===== src/rtl/serial_subtractor_pkg.sv =====
// serial_subtractor_pkg: shared FSM state type and default width for the serial subtractor
package serial_subtractor_pkg;
    typedef enum logic [1:0] {IDLE, RUN, DONE} state_t;
    localparam int DEFAULT_N = 32;
endpackage


===== src/rtl/serial_subtractor_full_adder.sv =====
// serial_subtractor_full_adder: one-bit full-adder cell
module serial_subtractor_full_adder (
    input  logic x,
    input  logic y,
    input  logic ci,
    output logic s,
    output logic co
);
    assign s  = x ^ y ^ ci;
    assign co = (x & y) | (ci & (x ^ y));
endmodule


===== src/rtl/serial_subtractor.sv =====
// serial_subtractor: bit-serial a - b through one full-adder cell, with borrow and signed overflow
module serial_subtractor
    import serial_subtractor_pkg::*;
#(
    parameter int N = DEFAULT_N
) (
    input  logic         clk,
    input  logic         rst,
    input  logic         start,
    input  logic [N-1:0] a,
    input  logic [N-1:0] b,
    output logic         ready,
    output logic         busy,
    output logic         done,
    output logic [N-1:0] diff,
    output logic         borrow,
    output logic         err
);
    localparam int CW = $clog2(N);
    state_t state, state_nx;
    logic [N-1:0] sa, sb, r;
    logic [CW-1:0] cnt;
    logic carry, sum, cout, a_sign, b_sign, last;
    serial_subtractor_full_adder u_fa (
        .x (sa[0]),
        .y (sb[0]),
        .ci(carry),
        .s (sum),
        .co(cout)
    );
    assign last  = cnt == CW'(N - 1);
    assign ready = state == IDLE;
    assign busy  = state != IDLE;
    assign done  = state == DONE;
    always_comb begin
        state_nx = (state == IDLE && start) ? RUN  :
                   (state == RUN && last)   ? DONE :
                   (state == DONE)          ? IDLE : state;
    end
    always_ff @(posedge clk) begin
        if (rst) begin
            state  <= IDLE;
            sa     <= '0;
            sb     <= '0;
            r      <= '0;
            cnt    <= '0;
            carry  <= 1'b0;
            a_sign <= 1'b0;
            b_sign <= 1'b0;
            diff   <= '0;
            borrow <= 1'b0;
            err    <= 1'b0;
        end else begin
            state <= state_nx;
            if (state == IDLE && start) begin
                // carry-in of 1 plus ~b gives the two's-complement negation of b
                sa     <= a;
                sb     <= ~b;
                carry  <= 1'b1;
                cnt    <= '0;
                a_sign <= a[N-1];
                b_sign <= b[N-1];
            end else if (state == RUN) begin
                sa    <= sa >> 1;
                sb    <= sb >> 1;
                r     <= {sum, r[N-1:1]};
                carry <= cout;
                cnt   <= cnt + 1'b1;
                if (last) begin
                    diff   <= {sum, r[N-1:1]};
                    borrow <= ~cout;
                    err    <= (a_sign != b_sign) && (sum != a_sign);
                end
            end
        end
    end
endmodule


===== config.mk =====
export PLATFORM = sky130hd
export DESIGN_NAME = serial_subtractor
export DESIGN_NICKNAME = d
export VERILOG_FILES = /design/src/rtl/serial_subtractor_pkg.sv /design/src/rtl/serial_subtractor_full_adder.sv /design/src/rtl/serial_subtractor.sv
export SDC_FILE = /design/constraint.sdc
export NUM_CORES = 1
export LEC_CHECK = 0
export BUFFER_PORTS_ARGS = -buffer_cell sky130_fd_sc_hd__buf_2
export CORE_ASPECT_RATIO = 0.75
export CORE_MARGIN = 1.5
export CORE_UTILIZATION = 40
export CTS_BUF_LIST = sky130_fd_sc_hd__clkbuf_4
export DETAILED_ROUTE_END_ITERATION = 8
export PLACE_DENSITY = 0.7
export RECOVER_POWER = 100
export SETUP_SLACK_MARGIN = 0.15
export SLEW_MARGIN = 0
export SYNTH_ARGS = -nofsm -noshare
export SYNTH_HDL_FRONTEND = slang
export SYNTH_HIERARCHICAL = 1
export SYNTH_SLANG_ARGS = --single-unit

===== constraint.sdc =====
create_clock -name clk -period 2.1 [get_ports clk]
set_clock_uncertainty 0.2 [all_clocks]
set_input_delay 0.42 -clock clk [delete_from_list [all_inputs] [get_ports clk]]
set_output_delay 0.42 -clock clk [all_outputs]
set_load 0.02 [all_outputs]

==> run metrics, run 1 <==
R2R Path Start=cnt[0]$_SDFFE_PP0P_; grt total ovfl=0; core area=13600 um2; clock slew at the register clock pins of the worst setup and hold paths=0.11 ns; drt wl/cell=13.6 um; CP startpoint=state[0]$_SDFFE_PP0P_; DP HPWL=7660 um; Pleak=2.55 nW; Worst slew margin=66.9%; setup TNS=0 ns; met2 routed wirelength=6200 um; register share of total power=54.5%; Worst path depth=3; first drt pass iteration count=5; drc violations=0; leading cell types in the layout, fill and taps excluded=197 x nand2_1, 138 x dfxtp_1, 133 x a21oi_1, 65 x buf_2, 53 x dlygate4sd3_1; CP bufs+invs=2; mapped cell area=5540 um2; highest metal used=met4; slowest CP cell=dfxtp_1; worst vdd ir=448 uV; Routed Antenna Nets=0; RSZ-0062 raised after global routing=yes; HP Class=input port to flip-flop; worst setup path category=flip-flop to primary output; Final Hold Violating Endpoints=0; Total Power=0.00518 W; clock power share=32.0%; Synth cell types=33; Nets=875; Die X=139 um; Tmin final=1.93 ns; Yosys reg bits=139; commonest non-fill, non-tap cell in the layout=nand2_1; H-Tree Depth=4; routed length on met1=6540 um; # setup viols final=0; first-pass GRT wire length=21200 um; Slew Limit Fails=0; Max Freq=519 MHz; FFs w/ async S/R, synth=0%; final worst slack=0.175 ns; power share of the combinational group=13.4%; Detailed Route Iter0 Violations=391; vias in the first global route=4468; critical path capture point=ready; max_cap viols=0; Worst Tran Pin Value=0.497 ns; CTS tree=yes; Cell Int Power=0.00378 W; WL final=13500 um; max incr delay on CP=0.34 ns; clk root buf=clkbuf_4; Initial Utilization=40.7%; All-Layer GR Usage=17.6%; WP data required=1.48 ns; status=completed; Met3 Routed Length=658 um; top_reg_cell synth=dfxtp_1; Rows=37; area grow syn2layout=28.3%; Worst-Skew Late Latency=0.51 ns; Worst Hold Launch=a[21]; switching pwr=0.00140 W; DR vias=4980; largest net degree at the start of global routing=94; Final period util=91.7%; DIE HEIGHT=105 um; multi-input combinational cell area=2470 um2; num ports=104; Vias/cell=5.02; Routability Congestion=0.765; Arrival @ worst endpoint=1.31 ns; Cell Pwr Density=728 nW/um2; Clock Tree Buf Depth=2; Port Buf Inserts=103; crit path capture type=primary output; layout cells sized above 1=20.0%; Reg2Reg Setup Slack=0.20 ns; sequential fraction of the synthesis area=50.2%; Critical Path Start Type=flip-flop; CP delay by family, top=flip-flops; total clock buffers created by CTS=17; crit path max fanout=4; Switching Fraction=27.1%; clock sink count=139; synthesized area per cell=8.35 um2; Seq. cell area=2780 um2; die area=14600 um2; Post-synth EDFFs=0; worst-path cell chain=buf_6 > nor2_2 > buf_4; Reg2Reg Depth=6; Gate Count Post-Synth=664; initial antenna violation count=0; Synth Net Count=734; post-place setup slack=0.206 ns; synth warn=6; Critical R2R Capture=borrow$_SDFFE_PP0P_; fillers=1330
## cell type report
class	instances	area share [%]
inverters	4	0.211
repair buffers	182	19.1
well taps	175	3.08
flip-flops and latches	139	39.1
clock buffers	18	1.90
multi-input cells	461	34.7
diodes	1	0.0352
clock inverters	13	1.79
## cells by family after synthesis
family / Yosys count / share of synthesized area [%]
AOI/OAI and AO/OA: 201 / 24.8
xor gates and xnor gates: 2 / 0.316
and+or+nand+nor: 255 / 18.3
DFF: 139 / 50.2
adders and majority gates: 3 / 0.813
buffers and inverters: 64 / 5.62
## flip-flops by register name, indices dropped and copies added, names as in the netlist
name    count
r          31
sb         32
carry       1
b_sign      1
borrow      1
a_sign      1
err         1
diff       32
sa         32
cnt         5
state       2
## power groups by stage
stage,Sequential [W],Clock [W],Combinational [W]
floorplan,0.00287,0,0.000434
global placement,0.00288,0,0.000592
detailed placement,0.00288,0,0.000599
CTS,0.00282,0.00171,0.000684
global route,0.00284,0.00182,0.000769
finish,0.00283,0.00166,0.000697
## worst min-delay path: cells and delay by family
family / cells / cell delay [ns]
and+or+nand+nor: 1 / 0.11
buffers and inverters: 1 / 0.10
AOI/OAI and AO/OA: 1 / 0.06
## worst min path at each step
stage | end | cells after the start | slack [ns]
floorplan | diff[0]$_SDFFE_PP0P_ | 2 | 0.23
CTS | sa[22]$_SDFFE_PP0P_ | 3 | 0.001
finish | sa[21]$_SDFFE_PP0P_ | 3 | 0.03
global route | sa[6]$_SDFFE_PP0P_ | 3 | 0.003
detailed placement | diff[14]$_SDFFE_PP0P_ | 2 | 0.25
global placement | diff[1]$_SDFFE_PP0P_ | 2 | 0.24
## stage by stage
stage | cells | area, um2 | utilization (%) | hold WS [ns]
floorplan | 664 | 5540 | - | 0.232
global placement | 900 | 6240 | 45.8 | 0.243
detailed placement | 900 | 6240 | 45.8 | 0.247
CTS | 984 | 7060 | 51.9 | 0.00132
global route | 992 | 7110 | 52.2 | 0.00289
finish | 993 | 7110 | 52.3 | 0.0317
## timing repair
item / in CTS / in global routing
setup buffers: 2 / 3
setup endpoints to repair: 3 / 21
hold buffers: 51 / 2
pin swaps: 1 / 2
endpoints found under the hold margin: 53 / 2
gates cloned: 0 / 3
resized for setup: 12 / 11
## synthesized netlist by cell type, types with 2 or more instances
cell	count	area, um2
inv_1	4	15.0
clkbuf_1	18	67.6
o21ai_0	2	10.0
a31oi_1	2	12.5
buf_4	8	60.1
a211oi_1	10	75.1
dfxtp_1	139	2780
nand2b_1	3	18.8
nand3_1	2	10.0
a211oi_2	20	250
nor2_1	42	158
buf_2	33	165
a221oi_1	22	193
nand2_1	197	739
o221a_2	2	22.5
a21oi_1	133	666
a221oi_2	8	120
ha_1	2	25.0
nand3b_1	3	22.5
## routing by layer
| metal | up-vias | track usage [%] |
|---|---|---|
| li1 | 2563 | - |
| met1 | 2277 | 24.1 |
| met2 | 122 | 26.9 |
| met3 | 18 | 5.73 |
| met4 | 0 | 4.32 |
| met5 | - | 0 |
Power figures use the tool's default switching activity.
==> run 2, diff against run 1 <==
PLACE_DENSITY = not set   (was 0.7)
==> run metrics, run 2 (same netlist as run 1, synthesis figures left out) <==
status=completed; WL final=13900 um; worst vdd ir=536 uV; cell area after layout=7170 um2; Reg2Reg Depth=3; DP HPWL=8030 um; Worst-Skew Late Latency=0.53 ns; Worst slew margin=73.4%; Post-Layout Cell Count=999; commonest non-fill, non-tap cell in the layout=nand2_1; drc violations=0; Critical Path Start Type=flip-flop; All-Layer GR Usage=18.5%; met2 routed wirelength=6420 um; Max Freq=518 MHz; Clock Tree Buf Depth=2; total clock buffers created by CTS=17; # setup viols final=0; Switching Fraction=26.0%; first drt pass iteration count=4; fillers=1337; crit path max fanout=4; Reg2Reg Setup Slack=0.20 ns; die area=14600 um2; biggest regs=diff (32), sa (32), sb (32); core area=13600 um2; R2R Path Start=sb[0]$_SDFFE_PP0P_; CP delay by family, top=flip-flops; Die X=139 um; routed length on met1=6710 um; RSZ-0062 raised after global routing=no; WP data required=1.48 ns; crit path capture type=primary output; grt total ovfl=0; Arrival @ worst endpoint=1.31 ns; clock power share=33.1%; leading cell types in the layout, fill and taps excluded=197 x nand2_1, 137 x dfxtp_1, 133 x a21oi_1, 65 x buf_2, 61 x dlygate4sd3_1; Worst Tran Pin Value=0.399 ns; worst setup path category=flip-flop to primary output; max incr delay on CP=0.45 ns; Detailed Route Iter0 Violations=297; CP startpoint=state[0]$_SDFFE_PP0P_; drt wl/cell=13.9 um; Vias/cell=5.10; max_cap viols=0; Rows=37; Met3 Routed Length=656 um; area grow syn2layout=29.4%; Total Power=0.00531 W; DR vias=5092; switching pwr=0.00138 W; critical path capture point=done; register share of total power=53.3%; worst-path cell chain=buf_6 > nor2_4 > clkbuf_2; Routed Antenna Nets=0; largest net degree at the start of global routing=76; Post-DP Area=6220 um2; Initial Utilization=40.7%; H-Tree Depth=4; Nets=882; initial antenna violation count=0; Seq. cell area=2790 um2; vias in the first global route=4705; Tmin final=1.93 ns; CP bufs+invs=2; Cell Int Power=0.00393 W; CTS tree=yes; setup TNS=0 ns; layout cells sized above 1=19.3%; slowest CP cell=dfxtp_1; Slew Limit Fails=0; Critical R2R Capture=err$_SDFFE_PP0P_; clock sink count=139; Routability Congestion=0.724; Final period util=92.0%; Port Buf Inserts=103; num ports=104; first-pass GRT wire length=21900 um; Pleak=2.58 nW; HP Class=input port to flip-flop; tightest hold margin=0.0476 ns; highest metal used=met4; Cell Pwr Density=740 nW/um2; Final Hold Violating Endpoints=0; DP Cell Count=898; DIE HEIGHT=105 um; power share of the combinational group=13.7%; clk root buf=clkbuf_4; multi-input combinational cell area=2480 um2; clock slew at the register clock pins of the worst setup and hold paths=0.12 ns; Worst path depth=3
## run 2: cell type report
| cell class | count | area share (%) |
|---|---|---|
| multi-input cells | 461 | 34.6 |
| clock inverters | 10 | 1.76 |
| flip-flops and latches | 139 | 38.9 |
| repair buffers | 189 | 19.4 |
| diodes | 1 | 0.0349 |
| well taps | 175 | 3.05 |
| inverters | 4 | 0.209 |
| clock buffers | 20 | 2.09 |
## run 2: worst register-to-register path: stages, from the launching register on
cell and delay, ns:
dfxtp_1 0.36, fa_1 0.53, or3b_2 0.47, a311oi_2 0.26
## run 2: what timing repair did
action / 4_1_cts / 5_1_grt
gates cloned: 0 / 2
setup buffers: 4 / 3
setup endpoints to repair: 3 / 52
hold buffers: 61 / 0
resized for setup: 7 / 13
endpoints found under the hold margin: 63 / 0
pin swaps: 0 / 2
## run 2: per-layer routing
layer / track usage (%) / vias to the layer above
li1: - / 2574
met1: 23.9 / 2389
met2: 29.9 / 117
met3: 6.42 / 12
met4: 4.46 / 0
met5: 0 / -
## run 2: worst min path at each step
| stage | startpoint | endpoint | slack [ns] | cells past startpoint |
|---|---|---|---|---|
| 3_5_place_dp | diff[4]$_SDFFE_PP0P_ | diff[4]$_SDFFE_PP0P_ | 0.25 | 2 |
| 2_1_floorplan | r[1]$_SDFFE_PP0P_ | diff[0]$_SDFFE_PP0P_ | 0.23 | 2 |
| 3_3_place_gp | diff[8]$_SDFFE_PP0P_ | diff[8]$_SDFFE_PP0P_ | 0.24 | 2 |
| 6_report | a[30] | sa[30]$_SDFFE_PP0P_ | 0.05 | 3 |
| 4_1_cts | rst | r[22]$_SDFFE_PP0P_ | 0.002 | 2 |
| 5_1_grt | rst | r[29]$_SDFFE_PP0P_ | -0.0003 | 2 |
## run 2: power groups by stage
stage	registers, W	logic, W	clock network (W)
3_3_place_gp	0.00288	0.000585	0
6_report	0.00283	0.000725	0.00175
3_5_place_dp	0.00289	0.000602	0
5_1_grt	0.00284	0.000794	0.00192
2_1_floorplan	0.00287	0.000434	0
4_1_cts	0.00282	0.000702	0.00181
## run 2: stage by stage
stage | worst slack (ns) | util, %
finish | 0.168 | 52.7
global route | 0.0773 | 52.7
CTS | 0.171 | 52.6
detailed placement | 0.208 | 45.7
global placement | 0.230 | 45.7
floorplan | 0.300 | -
==> run 3, diff against run 2 <==
CORE_MARGIN = 5   (was 1.5)
CTS_BUF_LIST = not set   (was sky130_fd_sc_hd__clkbuf_4)
==> run metrics, run 3 (same netlist as run 1, synthesis figures left out) <==
Routability Congestion=0.774; H-Tree Depth=4; Pleak=2.53 nW; Critical Path Start Type=flip-flop; grt total ovfl=0; largest net degree at the start of global routing=58; Reg2Reg Depth=3; biggest regs=diff (32), sa (32), sb (32); Worst slew margin=55.4%; num ports=104; Reg2Reg Setup Slack=0.18 ns; setup TNS=0 ns; total clock buffers created by CTS=17; Final period util=92.4%; drt wl/cell=14.0 um; initial antenna violation count=0; first drt pass iteration count=5; vias in the first global route=4776; WP data required=1.48 ns; Slew Limit Fails=0; critical path capture point=ready; DIE HEIGHT=112 um; Worst-Skew Late Latency=0.41 ns; Clock Tree Buf Depth=2; HP Class=input port to flip-flop; clock slew at the register clock pins of the worst setup and hold paths=0.06 ns; worst vdd ir=551 uV; DP HPWL=8520 um; Nets=841; Vias/cell=5.15; All-Layer GR Usage=16.8%; max_cap viols=0; CTS tree=yes; Tmin final=1.94 ns; crit path capture type=primary output; Final Hold Violating Endpoints=0; Total Power=0.00641 W; CP startpoint=state[0]$_SDFFE_PP0P_; Initial Utilization=40.6%; drc violations=0; clock sink count=139; WL final=13400 um; layout cells sized above 1=17.5%; Critical R2R Capture=err$_SDFFE_PP0P_; ANT cells=0; Routed Antenna Nets=0; Max Freq=516 MHz; core area=13700 um2; Detailed Route Iter0 Violations=318; DR vias=4938; die area=16300 um2; Die X=146 um; Rows=37; R2R Path Start=sa[0]$_SDFFE_PP0P_; Port Buf Inserts=103; Arrival @ worst endpoint=1.32 ns; clk root buf=clkbuf_16; worst setup path category=flip-flop to primary output; RSZ-0062 raised after global routing=yes; Cell Pwr Density=916 nW/um2; first-pass GRT wire length=22700 um; crit path max fanout=13; area grow syn2layout=26.3%; Worst Tran Pin Value=0.669 ns; # setup viols final=0; status=completed; commonest non-fill, non-tap cell in the layout=nand2_1; leading cell types in the layout, fill and taps excluded=197 x nand2_1, 138 x dfxtp_1, 133 x a21oi_1, 66 x buf_2, 42 x clkbuf_1
[run 3: changes by cell type in the layout (fill, tap and decap cells not counted), moves of 2 or more]
cell and change:
dlygate4sd3_1 -36, clkbuf_4 -20, clkbuf_16 +16, a211oi_1 +10, a211oi_2 -10, buf_4 -8
clkbuf_1 +7, clkbuf_8 +4, buf_12 +3, clkinv_1 -3, clkbuf_2 -2, clkinv_2 +2
nor2_4 -2
[run 3: per-layer routing]
metal | share of wire (%) | GRT usage (%)
met1 | 47 | 21.7
met2 | 46 | 26.5
met3 | 5.4 | 5.41
met4 | 1.3 | 5.69
met5 | 0 | 0
[run 3: worst min path at each step]
stage,start,end,slack [ns],cells after the start
4_1_cts,b[4],sb[4]$_SDFFE_PP0P_,0.0002,2
2_1_floorplan,r[1]$_SDFFE_PP0P_,diff[0]$_SDFFE_PP0P_,0.23,2
5_1_grt,b[12],sb[12]$_SDFFE_PP0P_,0.01,2
3_3_place_gp,diff[28]$_SDFFE_PP0P_,diff[28]$_SDFFE_PP0P_,0.24,2
6_report,b[4],sb[4]$_SDFFE_PP0P_,0.02,2
3_5_place_dp,diff[13]$_SDFFE_PP0P_,diff[13]$_SDFFE_PP0P_,0.25,2
[run 3: final cells by class]
class,instances,area (um2)
Clock buffer,25,495
Inverter,4,15.0
Tap cell,175,219
Multi-Input combinational cell,461,2400
Fill cell,1285,6660
Timing Repair Buffer,148,996
Clock inverter,7,87.6
Sequential cell,139,2790
[run 3: per-stage QoR]
step / util, % / cell area [um2] / cells / hold WS [ns] / setup slack, ns
after detailed placement: 45.9 / 6260 / 900 / 0.246 / 0.139
after global placement: 45.9 / 6260 / 900 / 0.242 / 0.238
after floorplan: - / 5540 / 664 / 0.232 / 0.300
final: 51.2 / 7000 / 959 / 0.0194 / 0.160
after global routing: 51.2 / 7000 / 959 / 0.0113 / 0.0810
after CTS: 52.0 / 7110 / 957 / 0.000222 / 0.142
[run 3: worst max-delay path, stage by stage, from the launching register on]
cell and delay, ns:
dfxtp_1 0.31, buf_4 0.19, nor2_2 0.16, clkbuf_1 0.25
[run 3: report_power, final]
part | switching (W) | total [W] | internal [W]
combinational | 0.000361 | 0.000643 | 0.000282
clock | 0.00108 | 0.00294 | 0.00187
sequential | 0.0000657 | 0.00283 | 0.00276
total | 0.00150 | 0.00641 | 0.00491
[run 3: repair_timing]
item / 4_1_cts / 5_1_grt
resized for setup: 3 / 3
endpoints found under the hold margin: 25 / 0
setup buffers: 0 / 2
setup endpoints to repair: 13 / 36
pin swaps: 0 / 1
hold buffers: 25 / 0
